**src/rtl/gmii_rx_src.sv**
```systemverilog
// gmii_rx_src: PHY-side GMII/MII frame source (preamble, SFD, data, pad, FCS, IFG) for MAC loopback/BIST.
// Optional error injection (inj_req/inj_idx ports) is built when GMII_RX_SRC_ERR_INJ_EN is defined.
module gmii_rx_src #(
  parameter int PRE_LEN = 7,
  parameter int MIN_LEN = 60,
  parameter int IFG_LEN = 12
) (
  input  logic        rx_clk,
  input  logic        rst_n,
  input  logic        cfg_mii_mode,
  input  logic        cfg_pad_en,
  input  logic        cfg_fcs_en,
  input  logic        s_valid,
  output logic        s_ready,
  input  logic [7:0]  s_data,
  input  logic        s_last,
`ifdef GMII_RX_SRC_ERR_INJ_EN
  input  logic        inj_req,
  input  logic [13:0] inj_idx,
`endif
  output logic [7:0]  gmii_rxd,
  output logic        gmii_rx_dv,
  output logic        gmii_rx_er,
  output logic        gmii_crs,
  output logic        gmii_col,
  output logic        busy,
  output logic        frame_done,
  output logic        underrun,
  output logic [13:0] byte_cnt
);
  typedef enum logic [2:0] {IDLE, PRE, SFD, DATA, PAD, FCS, DRAIN, IFG} state_t;
  state_t      state_q, state_d, st;
  logic [7:0]  cnt_q, cnt_d;
  logic        ph_q, ph_d;
  logic        mii_q, mii_d, pad_q, pad_d, fcs_q, fcs_d;
  logic [7:0]  data_q, data_d;
  logic        last_q, last_d, bad_q, bad_d, hit_q, hit_d;
  logic [31:0] crc_q, crc_d, fcs_w;
  logic [13:0] byte_cnt_q, byte_cnt_d, cnt_inc;
  logic [7:0]  rxd_q, rxd_d, byte_v;
  logic        dv_q, dv_d, er_q, er_d, fd_q, fd_d, und_q, und_d;
  logic        start, mii, slot_end, first, hit_now;

  function automatic logic [31:0] crc_upd(input logic [31:0] c, input logic [7:0] d);
    logic [31:0] r;
    r = c ^ {24'h0, d};
    for (int i = 0; i < 8; i++) r = r[0] ? (r >> 1) ^ 32'hEDB88320 : r >> 1;
    return r;
  endfunction

`ifdef GMII_RX_SRC_ERR_INJ_EN
  logic        inj_q;
  logic [13:0] inj_idx_q;
  // capture the injection request together with the frame start
  always_ff @(posedge rx_clk or negedge rst_n)
    if (!rst_n) begin
      inj_q     <= 1'b0;
      inj_idx_q <= '0;
    end else if (start) begin
      inj_q     <= inj_req;
      inj_idx_q <= inj_idx;
    end
  assign hit_now = inj_q && byte_cnt_q == inj_idx_q;
`else
  assign hit_now = 1'b0;
`endif

  // The IDLE exit cycle already produces the first preamble slot, so it runs as PRE with the live cfg.
  assign start    = state_q == IDLE && s_valid;
  assign st       = start ? PRE : state_q;
  assign mii      = state_q == IDLE ? cfg_mii_mode : mii_q;
  assign slot_end = !mii || ph_q;
  assign first    = !ph_q;
  assign fcs_w    = ~crc_q;
  assign cnt_inc  = &byte_cnt_q ? byte_cnt_q : byte_cnt_q + 14'd1;
  assign mii_d    = start ? cfg_mii_mode : mii_q;
  assign pad_d    = start ? cfg_pad_en : pad_q;
  assign fcs_d    = start ? cfg_fcs_en : fcs_q;

  // next state, slot byte, CRC/count update and the values for the registered outputs
  always_comb begin
    state_d    = st;
    cnt_d      = cnt_q;
    ph_d       = 1'b0;
    crc_d      = start ? '1 : crc_q;
    byte_cnt_d = start ? '0 : byte_cnt_q;
    data_d     = data_q;
    last_d     = last_q;
    bad_d      = bad_q;
    hit_d      = hit_q;
    byte_v     = 8'h00;
    dv_d       = 1'b0;
    er_d       = 1'b0;
    und_d      = 1'b0;
    s_ready    = 1'b0;
    case (st)
      PRE: begin
        byte_v = 8'h55;
        dv_d   = 1'b1;
        ph_d   = mii & ~ph_q;
        if (slot_end) begin
          cnt_d   = cnt_q == 8'(PRE_LEN - 1) ? '0 : cnt_q + 8'd1;
          state_d = cnt_q == 8'(PRE_LEN - 1) ? SFD : PRE;
        end
      end
      SFD: begin
        byte_v = 8'hD5;
        dv_d   = 1'b1;
        ph_d   = mii & ~ph_q;
        if (slot_end) state_d = DATA;
      end
      DATA: begin
        s_ready = first;
        bad_d   = first ? !s_valid : bad_q;
        last_d  = first ? s_last : last_q;
        data_d  = first ? s_data : data_q;
        hit_d   = first ? hit_now : hit_q;
        byte_v  = bad_d ? 8'h00 : data_d;
        dv_d    = 1'b1;
        er_d    = bad_d | hit_d;
        und_d   = first & !s_valid;
        ph_d    = mii & ~ph_q;
        if (first && s_valid) begin
          crc_d      = crc_upd(crc_q, s_data);
          byte_cnt_d = cnt_inc;
        end
        if (slot_end)
          state_d = bad_d ? DRAIN : !last_d ? DATA :
                    (pad_q && byte_cnt_d < 14'(MIN_LEN)) ? PAD : fcs_q ? FCS : IFG;
      end
      PAD: begin
        hit_d = first ? hit_now : hit_q;
        er_d  = hit_d;
        dv_d  = 1'b1;
        ph_d  = mii & ~ph_q;
        if (first) begin
          crc_d      = crc_upd(crc_q, 8'h00);
          byte_cnt_d = cnt_inc;
        end
        if (slot_end && byte_cnt_d >= 14'(MIN_LEN)) state_d = fcs_q ? FCS : IFG;
      end
      FCS: begin
        byte_v = fcs_w[{cnt_q[1:0], 3'b000} +: 8];
        dv_d   = 1'b1;
        ph_d   = mii & ~ph_q;
        if (slot_end) begin
          cnt_d   = cnt_q == 8'd3 ? '0 : cnt_q + 8'd1;
          state_d = cnt_q == 8'd3 ? IFG : FCS;
        end
      end
      DRAIN: begin
        s_ready = 1'b1;
        if (s_valid && s_last) state_d = IFG;
      end
      IFG: begin
        ph_d = mii & ~ph_q;
        if (slot_end) begin
          cnt_d   = cnt_q == 8'(IFG_LEN - 1) ? '0 : cnt_q + 8'd1;
          state_d = cnt_q == 8'(IFG_LEN - 1) ? IDLE : IFG;
        end
      end
      default: ;
    endcase
    rxd_d = mii ? {4'h0, ph_q ? byte_v[7:4] : byte_v[3:0]} : byte_v;
    fd_d  = state_d == IFG && (st == DATA || st == PAD || st == FCS);
  end

  // state, datapath and registered PHY outputs; reset drops dv immediately
  always_ff @(posedge rx_clk or negedge rst_n)
    if (!rst_n) begin
      state_q    <= IDLE;
      cnt_q      <= '0;
      ph_q       <= 1'b0;
      mii_q      <= 1'b0;
      pad_q      <= 1'b0;
      fcs_q      <= 1'b0;
      data_q     <= '0;
      last_q     <= 1'b0;
      bad_q      <= 1'b0;
      hit_q      <= 1'b0;
      crc_q      <= '1;
      byte_cnt_q <= '0;
      rxd_q      <= '0;
      dv_q       <= 1'b0;
      er_q       <= 1'b0;
      fd_q       <= 1'b0;
      und_q      <= 1'b0;
    end else begin
      state_q    <= state_d;
      cnt_q      <= cnt_d;
      ph_q       <= ph_d;
      mii_q      <= mii_d;
      pad_q      <= pad_d;
      fcs_q      <= fcs_d;
      data_q     <= data_d;
      last_q     <= last_d;
      bad_q      <= bad_d;
      hit_q      <= hit_d;
      crc_q      <= crc_d;
      byte_cnt_q <= byte_cnt_d;
      rxd_q      <= rxd_d;
      dv_q       <= dv_d;
      er_q       <= er_d;
      fd_q       <= fd_d;
      und_q      <= und_d;
    end

  assign gmii_rxd   = rxd_q;
  assign gmii_rx_dv = dv_q;
  assign gmii_rx_er = er_q;
  assign gmii_crs   = dv_q;
  assign gmii_col   = 1'b0;
  assign busy       = state_q != IDLE;
  assign frame_done = fd_q;
  assign underrun   = und_q;
  assign byte_cnt   = byte_cnt_q;
endmodule

```
**config.mk**
```make
export PLATFORM = sky130hd
export DESIGN_NAME = gmii_rx_src
export DESIGN_NICKNAME = d
export VERILOG_FILES = /design/src/rtl/gmii_rx_src.sv
export SDC_FILE = /design/constraint.sdc
export NUM_CORES = 1
export LEC_CHECK = 0
export BUFFER_PORTS_ARGS = -buffer_cell sky130_fd_sc_hd__buf_2
export CORE_ASPECT_RATIO = 0.8
export CORE_UTILIZATION = 45
export DETAILED_ROUTE_END_ITERATION = 7
export PLACE_DENSITY = 0.71
export RECOVER_POWER = 50
export REMOVE_ABC_BUFFERS = 1
export SYNTH_ARGS = -nofsm -noshare
export SYNTH_HDL_FRONTEND = slang
export SYNTH_SLANG_ARGS = --single-unit
```
**constraint.sdc**
```tcl
create_clock -name rx_clk -period 3 [get_ports rx_clk]
set_input_delay 0.15 -clock rx_clk [delete_from_list [all_inputs] [get_ports rx_clk]]
set_output_delay 0.15 -clock rx_clk [all_outputs]
set_load 0.1 [all_outputs]
```
==> run summary <==
Fraction of registers with async set/reset -> 1.00
Mapped cell area -> 6730 sq um
Clock Path Buffers -> 2
GP Congestion -> 0.968
# clock sinks -> 84
CTS tree -> done
Synth area leader -> dfrtp_1
Pin count of the biggest net entering global routing -> 66
Ys Warns -> 0
DR pass1 iterations -> 7
Final setup fails -> 0
Site Rows -> 39
Vias in the first global route -> 5892
Hold crit path type -> input pin to register
Max_slew headroom -> -0.124
CP arrival -> 3.07 ns
Hold endpoint -> mii_q
Hold Path Origin -> cfg_mii_mode
DR vias -> 6046
Worst clock skew -> 0.0126 ns
Drc violations -> 2
Period utilization -> 0.949
Tot GR Track Use -> 0.278
Hold Path Depth -> 3
CP endpoint kind -> register
Setup_tns -> 0 ns
Critical Path RT -> 3.23 ns
Compound-Gate Fraction of Synth Area -> 0.201
Reg2reg path depth -> 7
Resize count post-CTS -> 0
Antenna cells -> 0
Hold buffer count at cts -> 3
RR Endpoint -> frame_done
Initial Util -> 0.466
Area grow syn2layout -> 9.67%
Die area -> 15400 sq um
Post-synthesis cell count -> 734
Clock slew at reported path FFs -> 0.07 ns
Via density -> 6.37
Grt ovf -> 0
RSZ-0062 raised after global routing -> false
Postcts setup bufs -> 0
Post-synth top area share -> 0.193
IO Port Bufs -> 43
Synth Area in Adders -> 0.00558
Fmax -> 351 MHz
Post-synthesis sequential area ratio -> 0.318
I/O pin count -> 45
Combinational family with the most area after synthesis -> compound AO/OA/AOI/OAI gates
Max-slew violations -> 66
EDFF count, synth -> 0
Critical Path Fanout Max -> 14
Reg2Reg Launch Point -> byte_cnt[3]
DR WL/cell -> 21.7 microns
Synth area leaders -> dfrtp_1, dfstp_2, xnor2_1
Status -> complete, but fails checks
H-tree levels -> 3
Post-synthesis mux area share -> 0.0604
Die Span Y -> 111 microns
Layout net count -> 778
Syn Area/Cell -> 9.17 sq um
Core area -> 14400 sq um
Actual slew at the worst max-slew pin -> 1.69 ns
Synthesis-stage register bit count -> 84
Antenna violations before repair -> 0
Later-pin clock latency in the skew report -> 0.36 ns
Top FF cell, synth -> dfrtp_1
Synth Area in Simple Gates -> 0.167
DP HPWL -> 14.7 mm
Flop-to-flop setup slack -> 0.15 ns
First DRT Iteration DRCs -> 765
Critical path class -> register to register
Max cap viols -> 1
Number of distinct library cells after synthesis -> 83
Failing checks -> DRC, capacitance limit, slew limit
Synth Area in XOR/XNOR -> 0.198
Global-route wire length before repair -> 33.2 mm
Most frequent cell after synthesis -> xnor2_1
Hold Violations, Final -> 0
Most frequent cells after synthesis -> xnor2_1, nand2_1, nor2_1
CTS buffer count -> 9
Drt total wl -> 20.6 mm
Share of layout cells above drive strength 1 -> 0.207
Die width -> 139 microns
Setup crit start kind -> register
Crit path time final -> 2.85 ns
Final ANT Viol Nets -> 0
Root Driver -> clkbuf_16
Hold Slack -> 0.0135 ns
-- flip-flops by register name, summed over array words and instances (netlist names) --
register,flops
bad_q,1
byte_cnt,14
cnt_q,8
crc_q,32
data_q,8
fcs_q,1
frame_done,1
gmii_crs,1
gmii_rx_er,1
gmii_rxd,8
hit_q,1
last_q,1
mii_q,1
pad_q,1
ph_q,1
state_q,3
underrun,1
-- cells in the final DEF (no fill, tap or decap), types with 8 or more instances in the layout --
cell type  synthesis  layout
dfstp_2           32      32
clkbuf_1          23      17
mux4_2             8       8
o221ai_1          24      24
xnor2_1           89      89
mux2_2             9       9
buf_2             17      26
nor2_1            64      64
o211ai_1          11      11
mux2i_1           11      11
nand3_1           18      18
clkbuf_16          0       9
and3_1            11      11
a21oi_1           20      20
xor2_1            33      33
o21ai_0           49      49
dfrtp_1           52      52
nand2_1           69      69
buf_4              8      27
-- worst max path at each step --
| stage | startpoint | endpoint | slack [ns] | depth (start not counted) |
|---|---|---|---|---|
| after floorplan | state_q[1] | frame_done | -0.66 | 8 |
| after global placement | byte_cnt[3] | frame_done | 0.34 | 7 |
| after detailed placement | byte_cnt[0] | frame_done | 0.32 | 9 |
| after CTS | byte_cnt[0] | frame_done | 0.28 | 9 |
| after global routing | byte_cnt[0] | frame_done | 0.06 | 9 |
| final | byte_cnt[3] | frame_done | 0.15 | 7 |
-- cell type report --
cell class                      instances  area [sq um]
Multi-Input combinational cell        584          4260
Timing Repair Buffer                   75           437
Fill cell                            1397          7070
Clock buffer                            9           225
Tap cell                              184           230
Clock inverter                          7          57.6
Inverter                                6          22.5
Sequential cell                        84          2140
-- layer usage --
layer | global-route usage | wire length (microns) | vias up | share of wire
met5 | 0 | 0 | - | 0
met4 | 0.0785 | 302 | 0 | 0.015
met3 | 0.0826 | 2070 | 34 | 0.10
met2 | 0.403 | 9000 | 334 | 0.44
met1 | 0.400 | 9230 | 2989 | 0.45
li1 | - | - | 2689 | -
-- worst max-delay path, stage by stage (launching register included) --
cell	delay (ns)
dfrtp_1	0.60
and4_1	0.41
nand3_2	0.25
o311ai_0	0.77
a31o_1	0.28
a31oi_1	0.11
nor3_2	0.21
a221oi_1	0.08
-- kinds of logic (layout without fill, tap and decap cells) --
| group | after synthesis | count (layout) |
|---|---|---|
| AO/OA/AOI/OAI | 192 | 192 |
| AND/OR/NAND/NOR | 225 | 225 |
| multiplexers | 29 | 29 |
| adder cells (fa/ha/maj) | 3 | 3 |
| buffers and inverters | 66 | 97 |
| XOR/XNOR | 134 | 134 |
| other | 1 | 1 |
| flip-flops | 84 | 84 |
-- through the flow --
| step | cell area, sq um | utilization | instances | setup WS (ns) |
|---|---|---|---|---|
| after floorplan | 6420 | - | 674 | -0.664 |
| after global placement | 7090 | 0.491 | 930 | 0.343 |
| after detailed placement | 7090 | 0.491 | 930 | 0.316 |
| after CTS | 7410 | 0.513 | 949 | 0.279 |
| after global routing | 7380 | 0.511 | 949 | 0.0587 |
| final | 7380 | 0.511 | 949 | 0.152 |
Power is not shown: default switching activity piles up to over one toggle a cycle in this logic, so the estimate is an artifact.
